**src/rtl/apv_ped_zs_stage.sv**
```systemverilog
// APV frame pedestal subtraction and zero suppression stage.
// Pops a show-ahead FIFO and emits tagged header, sample and trailer words through a register slice.
module apv_ped_zs_stage #(
    parameter int unsigned N_CH = 128
) (
    input  logic        clk_i,
    input  logic        rst_i,
    input  logic        enable_i,
    input  logic [12:0] fifo_data_i,
    input  logic        fifo_empty_i,
    output logic        fifo_rd_o,
    input  logic        zs_en_i,
    input  logic [11:0] threshold_i,
    input  logic        ped_we_i,
    input  logic [6:0]  ped_addr_i,
    input  logic [11:0] ped_data_i,
    output logic [21:0] out_data_o,
    output logic        out_valid_o,
    input  logic        out_ready_i,
    output logic [15:0] frame_cnt_o,
    output logic        busy_o
);

    localparam logic [1:0] StIdle = 2'd0;
    localparam logic [1:0] StHdr  = 2'd1;
    localparam logic [1:0] StSamp = 2'd2;
    localparam logic [1:0] StTrl  = 2'd3;
    localparam logic [6:0] LastCh = 7'(N_CH - 1);

    logic [1:0]  state_q, state_d;
    logic [6:0]  ch_q, ch_d;
    logic [7:0]  kept_q, kept_d;
    logic [15:0] frame_cnt_q, frame_cnt_d;
    logic        out_valid_q, out_valid_d;
    logic [21:0] out_data_q, out_data_d;
    logic [11:0] ped_q [128];

    logic [11:0] word;
    logic [11:0] ped_rd;
    logic [12:0] diff;
    logic [11:0] value;
    logic        keep;
    logic        drop;
    logic        pop;
    logic        emit;
    logic        unused_word_msb;

    assign unused_word_msb = fifo_data_i[12];
    assign word   = fifo_data_i[11:0];
    assign ped_rd = ped_q[ch_q];

    always_comb begin
        diff  = {1'b0, word} - {1'b0, ped_rd};
        value = diff[12] ? 12'd0 : diff[11:0];
        keep  = ~zs_en_i | (value > threshold_i);
        drop  = (state_q == StSamp) & ~keep;
        // Dropped samples never touch the output slot, so they may pop under backpressure.
        pop   = ~fifo_empty_i & (state_q != StIdle) & (~out_valid_q | out_ready_i | drop);
        emit  = pop & ~drop;
    end

    always_comb begin
        state_d     = state_q;
        ch_d        = ch_q;
        kept_d      = kept_q;
        frame_cnt_d = frame_cnt_q;
        out_valid_d = out_valid_q & ~out_ready_i;
        out_data_d  = out_data_q;
        unique case (state_q)
            StIdle: begin
                if (enable_i) state_d = StHdr;
            end
            StHdr: begin
                if (pop) begin
                    out_data_d = {2'b01, 8'd0, word};
                    ch_d       = 7'd0;
                    state_d    = StSamp;
                end
            end
            StSamp: begin
                if (pop) begin
                    if (keep) begin
                        out_data_d = {2'b10, 1'b0, ch_q, value};
                        kept_d     = kept_q + 8'd1;
                    end
                    if (ch_q == LastCh) state_d = StTrl;
                    else                ch_d    = ch_q + 7'd1;
                end
            end
            StTrl: begin
                if (pop) begin
                    out_data_d  = {2'b11, kept_q, word};
                    frame_cnt_d = frame_cnt_q + 16'd1;
                    kept_d      = 8'd0;
                    state_d     = StIdle;
                end
            end
            default: state_d = StIdle;
        endcase
        if (emit) out_valid_d = 1'b1;
    end

    always_ff @(posedge clk_i or posedge rst_i) begin
        if (rst_i) begin
            state_q     <= StIdle;
            ch_q        <= 7'd0;
            kept_q      <= 8'd0;
            frame_cnt_q <= 16'd0;
            out_valid_q <= 1'b0;
            out_data_q  <= 22'd0;
        end else begin
            state_q     <= state_d;
            ch_q        <= ch_d;
            kept_q      <= kept_d;
            frame_cnt_q <= frame_cnt_d;
            out_valid_q <= out_valid_d;
            out_data_q  <= out_data_d;
        end
    end

    always_ff @(posedge clk_i or posedge rst_i) begin
        if (rst_i) begin
            for (int i = 0; i < 128; i++) ped_q[i] <= 12'd0;
        end else if (ped_we_i) begin
            ped_q[ped_addr_i] <= ped_data_i;
        end
    end

    assign fifo_rd_o   = pop;
    assign out_data_o  = out_data_q;
    assign out_valid_o = out_valid_q;
    assign frame_cnt_o = frame_cnt_q;
    assign busy_o      = (state_q != StIdle);

endmodule

```
**config.mk**
```make
export PLATFORM = sky130hd
export DESIGN_NAME = apv_ped_zs_stage
export DESIGN_NICKNAME = d
export VERILOG_FILES = /design/src/rtl/apv_ped_zs_stage.sv
export SDC_FILE = /design/constraint.sdc
export NUM_CORES = 2
export LEC_CHECK = 0
export ABC_AREA = 0
export BUFFER_PORTS_ARGS = -buffer_cell sky130_fd_sc_hd__buf_2
export CORE_UTILIZATION = 60
export CTS_CLUSTER_DIAMETER = 50
export DETAILED_ROUTE_END_ITERATION = 12
export PLACE_DENSITY = 0.76
export SYNTH_ARGS = -nofsm -noshare
export SYNTH_HDL_FRONTEND = slang
export SYNTH_SLANG_ARGS = --single-unit
```
**constraint.sdc**
```tcl
create_clock -name clk_i -period 99 [get_ports clk_i]
set_input_delay 0 -clock clk_i [delete_from_list [all_inputs] [get_ports clk_i]]
set_output_delay 0 -clock clk_i [all_outputs]
set_load 0.01 [all_outputs]
```
==> impl_metrics.py <==
metrics = {
    "pwr": {
        "peakVddDrop_uv": 21.1,
        "p_int_mw": 1.30,
        "leakage_nw": 38.7,
        "comb_power_share": 0.249,
        "p_sw_frac": 0.302,
        "pwr-share-clk": 0.344,
        "seqPwrFrac": 0.406,
        "p_switching_uw": 559,
        "powerDensity_nw_per_um2": 22.8,
    },
    "layout": {
        "drive_above_1_share": 0.500,
        "area_growth_pct": 10.3,
        "final_nets": 4908,
        "fin_util": 0.668,
        "fillers": 8391,
        "multi_input_area_sq_um": 32100,
        "area.sequential_sq_um": 39900,
    },
    "setup_path": {
        "crit_buf_inv": 6,
        "cp_max_fo": 36,
        "critPathArrivalTime_ns": 10.57,
        "slowest_stage": "dfrtp_4",
        "path_cells": "buf_4 -> buf_4 -> buf_4 -> mux4_2 -> mux4_2 -> a22oi_1 -> nand3_1 -> nand3_1 -> ha_1 -> nor2b_1 -> o2111ai_1 -> a21oi_1 -> o41ai_1 -> xor2_1 -> nor2_1 -> ha_1 -> nand4_1 -> nor4_1 -> nor3_1 -> o21ai_2 -> buf_4 -> inv_1 -> a2bb2oi_1 -> dlygate4sd3_1",
        "critPathLaunchType": "flip-flop",
        "crit_path_frequent_cell": "buf_4",
        "critical_path_class": "reg2reg",
        "crit_required_ns": 99.68,
        "cp_top_family": "buffers and inverters",
        "cp-end-kind": "flip-flop",
        "critical-path-max-stage-delay_ns": 0.91,
    },
    "placement": {
        "dpl.hpwl_um": 112000,
        "io_buffers": 90,
        "gp_congestion": 0.863,
    },
    "synthesis": {
        "synth_top_cell_by_area": "dfrtp_1",
        "synthCells": 4854,
        "ys_seq_area_frac": 0.539,
        "synth_seq_cells": 1592,
        "synth_area_sq_um": 73900,
        "synth.area.top_cells": "dfrtp_1 54%, mux2_2 24%, mux4_2 13%",
        "synth_edf_count": 0,
        "async_reset_ff_frac": 1.00,
        "ys.flop_type": "dfrtp_1",
        "syn_avg_cell_area_sq_um": 15.2,
        "synth_top_area_frac": 0.539,
        "synth.distinct_cells": 67,
        "synth-warning-count": 0,
        "synth_nets": 4940,
    },
    "timing": {
        "final.min_clock_period_ns": 9.90,
        "finalSetupTns_ns": 0,
        "finClkSkew_ns": 0.0277,
        "tightest_slew_ns": 1.25,
        "slew_violations": 0,
        "final-hold-violation-count": 0,
        "rsz0062_at_grt": "false",
        "max_slew_margin": 0.165,
        "fmax_mhz": 101,
        "setup_viol_count_final": 0,
        "min_period_over_period": 0.100,
    },
    "drt": {
        "via_per_inst": 6.52,
        "drt_wl_total_um": 182000,
        "first_pass_iters": 6,
        "drc": 0,
        "first_iter_violations": 3819,
        "ant_nets": 0,
        "dr_total_vias": 42900,
        "wl_per_cell_um": 27.7,
    },
    "outcome": {
        "status": "finished clean",
    },
    "clock_tree": {
        "numCtsBuffers": 165,
        "cts_resized": 0,
        "cts_root_buffer": "clkbuf_16",
        "htree_levels": 4,
        "clkTransAtPathRegs_ns": 0.06,
        "ctsLongestPathBuffers": 3,
        "cts.sinks": 1592,
        "insertion_delay_ns": 0.79,
        "cts_tree": "built",
    },
    "min_path": {
        "worstHoldPathType": "in2reg",
    },
    "die": {
        "die_x_um": 353,
        "rows": 128,
        "start_util": 0.606,
        "fp.dieH_um": 353,
        "coreArea_sq_um": 122000,
        "io_pins": 92,
        "die_area_sq_um": 125000,
    },
    "global_route": {
        "antenna_found_initial": 9,
        "globalRouteTotalUtil": 0.300,
        "grt_pass1_wl_um": 283000,
        "grt_pass1_vias": 45000,
        "overflow": 0,
        "grt_start_max_net_pins": 176,
    },
    "run": {
        "drv_cap": 0,
    },
}
worst paths after layout:
kind	startpoint	end	slack [ns]	depth (start not counted)
max	ch_q[0]$_DFFE_PP0P_	out_data_o[7]$_DFFE_PP0P_	89.10	24
min	fifo_data_i[8]	out_data_o[8]$_DFFE_PP0P_	0.06	4
max reg2reg	ch_q[0]$_DFFE_PP0P_	out_data_o[7]$_DFFE_PP0P_	89.10	24
min reg2reg	out_data_o[6]$_DFFE_PP0P_	out_data_o[6]$_DFFE_PP0P_	0.48	2
max in group asynchronous	rst_i	ped_q[1222]$_DFFE_PP0P_	93.49	9
min in group asynchronous	rst_i	ped_q[30]$_DFFE_PP0P_	0.55	4
registers in the layout, indices dropped and copies added (netlist names):
| register | flops |
|---|---|
| out_valid_o | 1 |
| out_data_o | 22 |
| frame_cnt_o | 16 |
| kept_q | 8 |
| ch_q | 7 |
| state_q | 2 |
| ped_q | 1536 |
power groups by stage:
stage	sequential, mW	clock [mW]	combinational, mW
floorplan	0.749	0	0.346
global placement	0.760	0	0.452
detailed placement	0.764	0	0.459
CTS	0.753	0.646	0.463
global route	0.761	0.672	0.494
finish	0.754	0.639	0.463
cells in the final DEF (no fill, tap or decap), drive strengths merged, types with 12 or more instances in the layout:
| cell | count |
|---|---|
| nand2 | 155 |
| mux4 | 417 |
| o21ai | 51 |
| a22oi | 44 |
| nor2 | 94 |
| clkbuf | 240 |
| a31oi | 12 |
| nand4 | 14 |
| xnor2 | 13 |
| nand3 | 32 |
| dlygate4sd3 | 36 |
| mux2 | 1549 |
| clkinv | 35 |
| inv | 36 |
| ha | 34 |
| mux2i | 99 |
| nor2b | 23 |
| dfrtp | 1592 |
| buf | 216 |
| a21oi | 45 |
| nand2b | 14 |
| nor3 | 27 |
cell type report:
cell class	count	share of cell area
multi-input combinational	2778	0.393
sequential	1592	0.489
timing repair buffer	252	0.0222
inverter	33	0.00163
antenna	2	0.0000614
clock buffer	240	0.0616
clock inverter	55	0.00744
tap	1625	0.0249
repair_timing:
item | CTS | global route
hold buffers | 36 | 0
setup endpoints to repair | 0 | 0
endpoints found under the hold margin | 747 | 0
setup buffers | 0 | 0
per-stage QoR:
stage | total power [mW] | hold slack [ns] | setup WS, ns | cells | instance area (sq um)
6_report | 1.85 | 0.0638 | 89.10 | 6577 | 81500
5_1_grt | 1.93 | 0.0948 | 88.40 | 6576 | 81500
4_1_cts | 1.86 | 0.0207 | 89.14 | 6575 | 81500
3_5_place_dp | 1.22 | 0.256 | 89.54 | 6244 | 75500
3_3_place_gp | 1.21 | 0.246 | 89.60 | 6244 | 75500
2_1_floorplan | 1.10 | 0.191 | 54.08 | 4854 | 73900
worst register-to-register path, delay by kind of cell (launching register included):
kind / cells / cell delay [ns]
multiplexers: 2 / 1.16
AND/OR/NAND/NOR: 7 / 1.91
buffers and inverters: 6 / 3.23
AO/OA/AOI/OAI: 6 / 1.60
XOR/XNOR: 1 / 0.29
adder cells (fa/ha/maj): 2 / 0.66
flip-flops: 1 / 0.91
cell usage after synthesis (4+ instances only):
cell / number
a211oi_1: 6
o221ai_1: 7
a21oi_1: 45
and2_1: 10
and3_1: 8
a31oi_1: 12
buf_4: 23
a22oi_1: 44
buf_6: 13
xor2_1: 8
o21a_1: 5
a22o_1: 4
a2bb2oi_1: 6
buf_2: 45
mux2_2: 1549
clkbuf_1: 354
nor2_1: 94
xnor2_1: 13
mux4_2: 417
nand2b_1: 14
nor3b_1: 5
o22ai_1: 6
a221oi_1: 4
o31ai_1: 7
nand4_1: 14
a211o_1: 5
nor4_1: 7
inv_1: 31
nand3_1: 32
nor3_1: 27
nand2_1: 155
or2_2: 8
mux2i_1: 99
buf_1: 15
o211ai_1: 6
nor2b_1: 23
ha_1: 34
a311oi_1: 6
a21o_1: 8
o21ai_0: 48
dfrtp_1: 1592
routing by layer:
| metal | up-vias | track usage | share of wire |
|---|---|---|---|
| met2 | 1303 | 0.473 | 0.48 |
| li1 | 18000 | - | - |
| met5 | - | 0 | 0.00027 |
| met1 | 23300 | 0.426 | 0.43 |
| met3 | 325 | 0.0576 | 0.062 |
| met4 | 8 | 0.0984 | 0.031 |
cells by family (layout without fill, tap and decap cells):
family | Yosys count | count (layout) | synth area share
xor+xnor | 21 | 21 | 0.00249
mux | 2065 | 2065 | 0.376
flops | 1592 | 1592 | 0.539
other cells | 0 | 2 | 0
buf+inv | 484 | 580 | 0.0280
simple gates | 409 | 409 | 0.0256
fa+ha+maj | 35 | 35 | 0.00603
compound gates | 248 | 248 | 0.0227
Note: power is estimated with default switching activity, not from simulation.
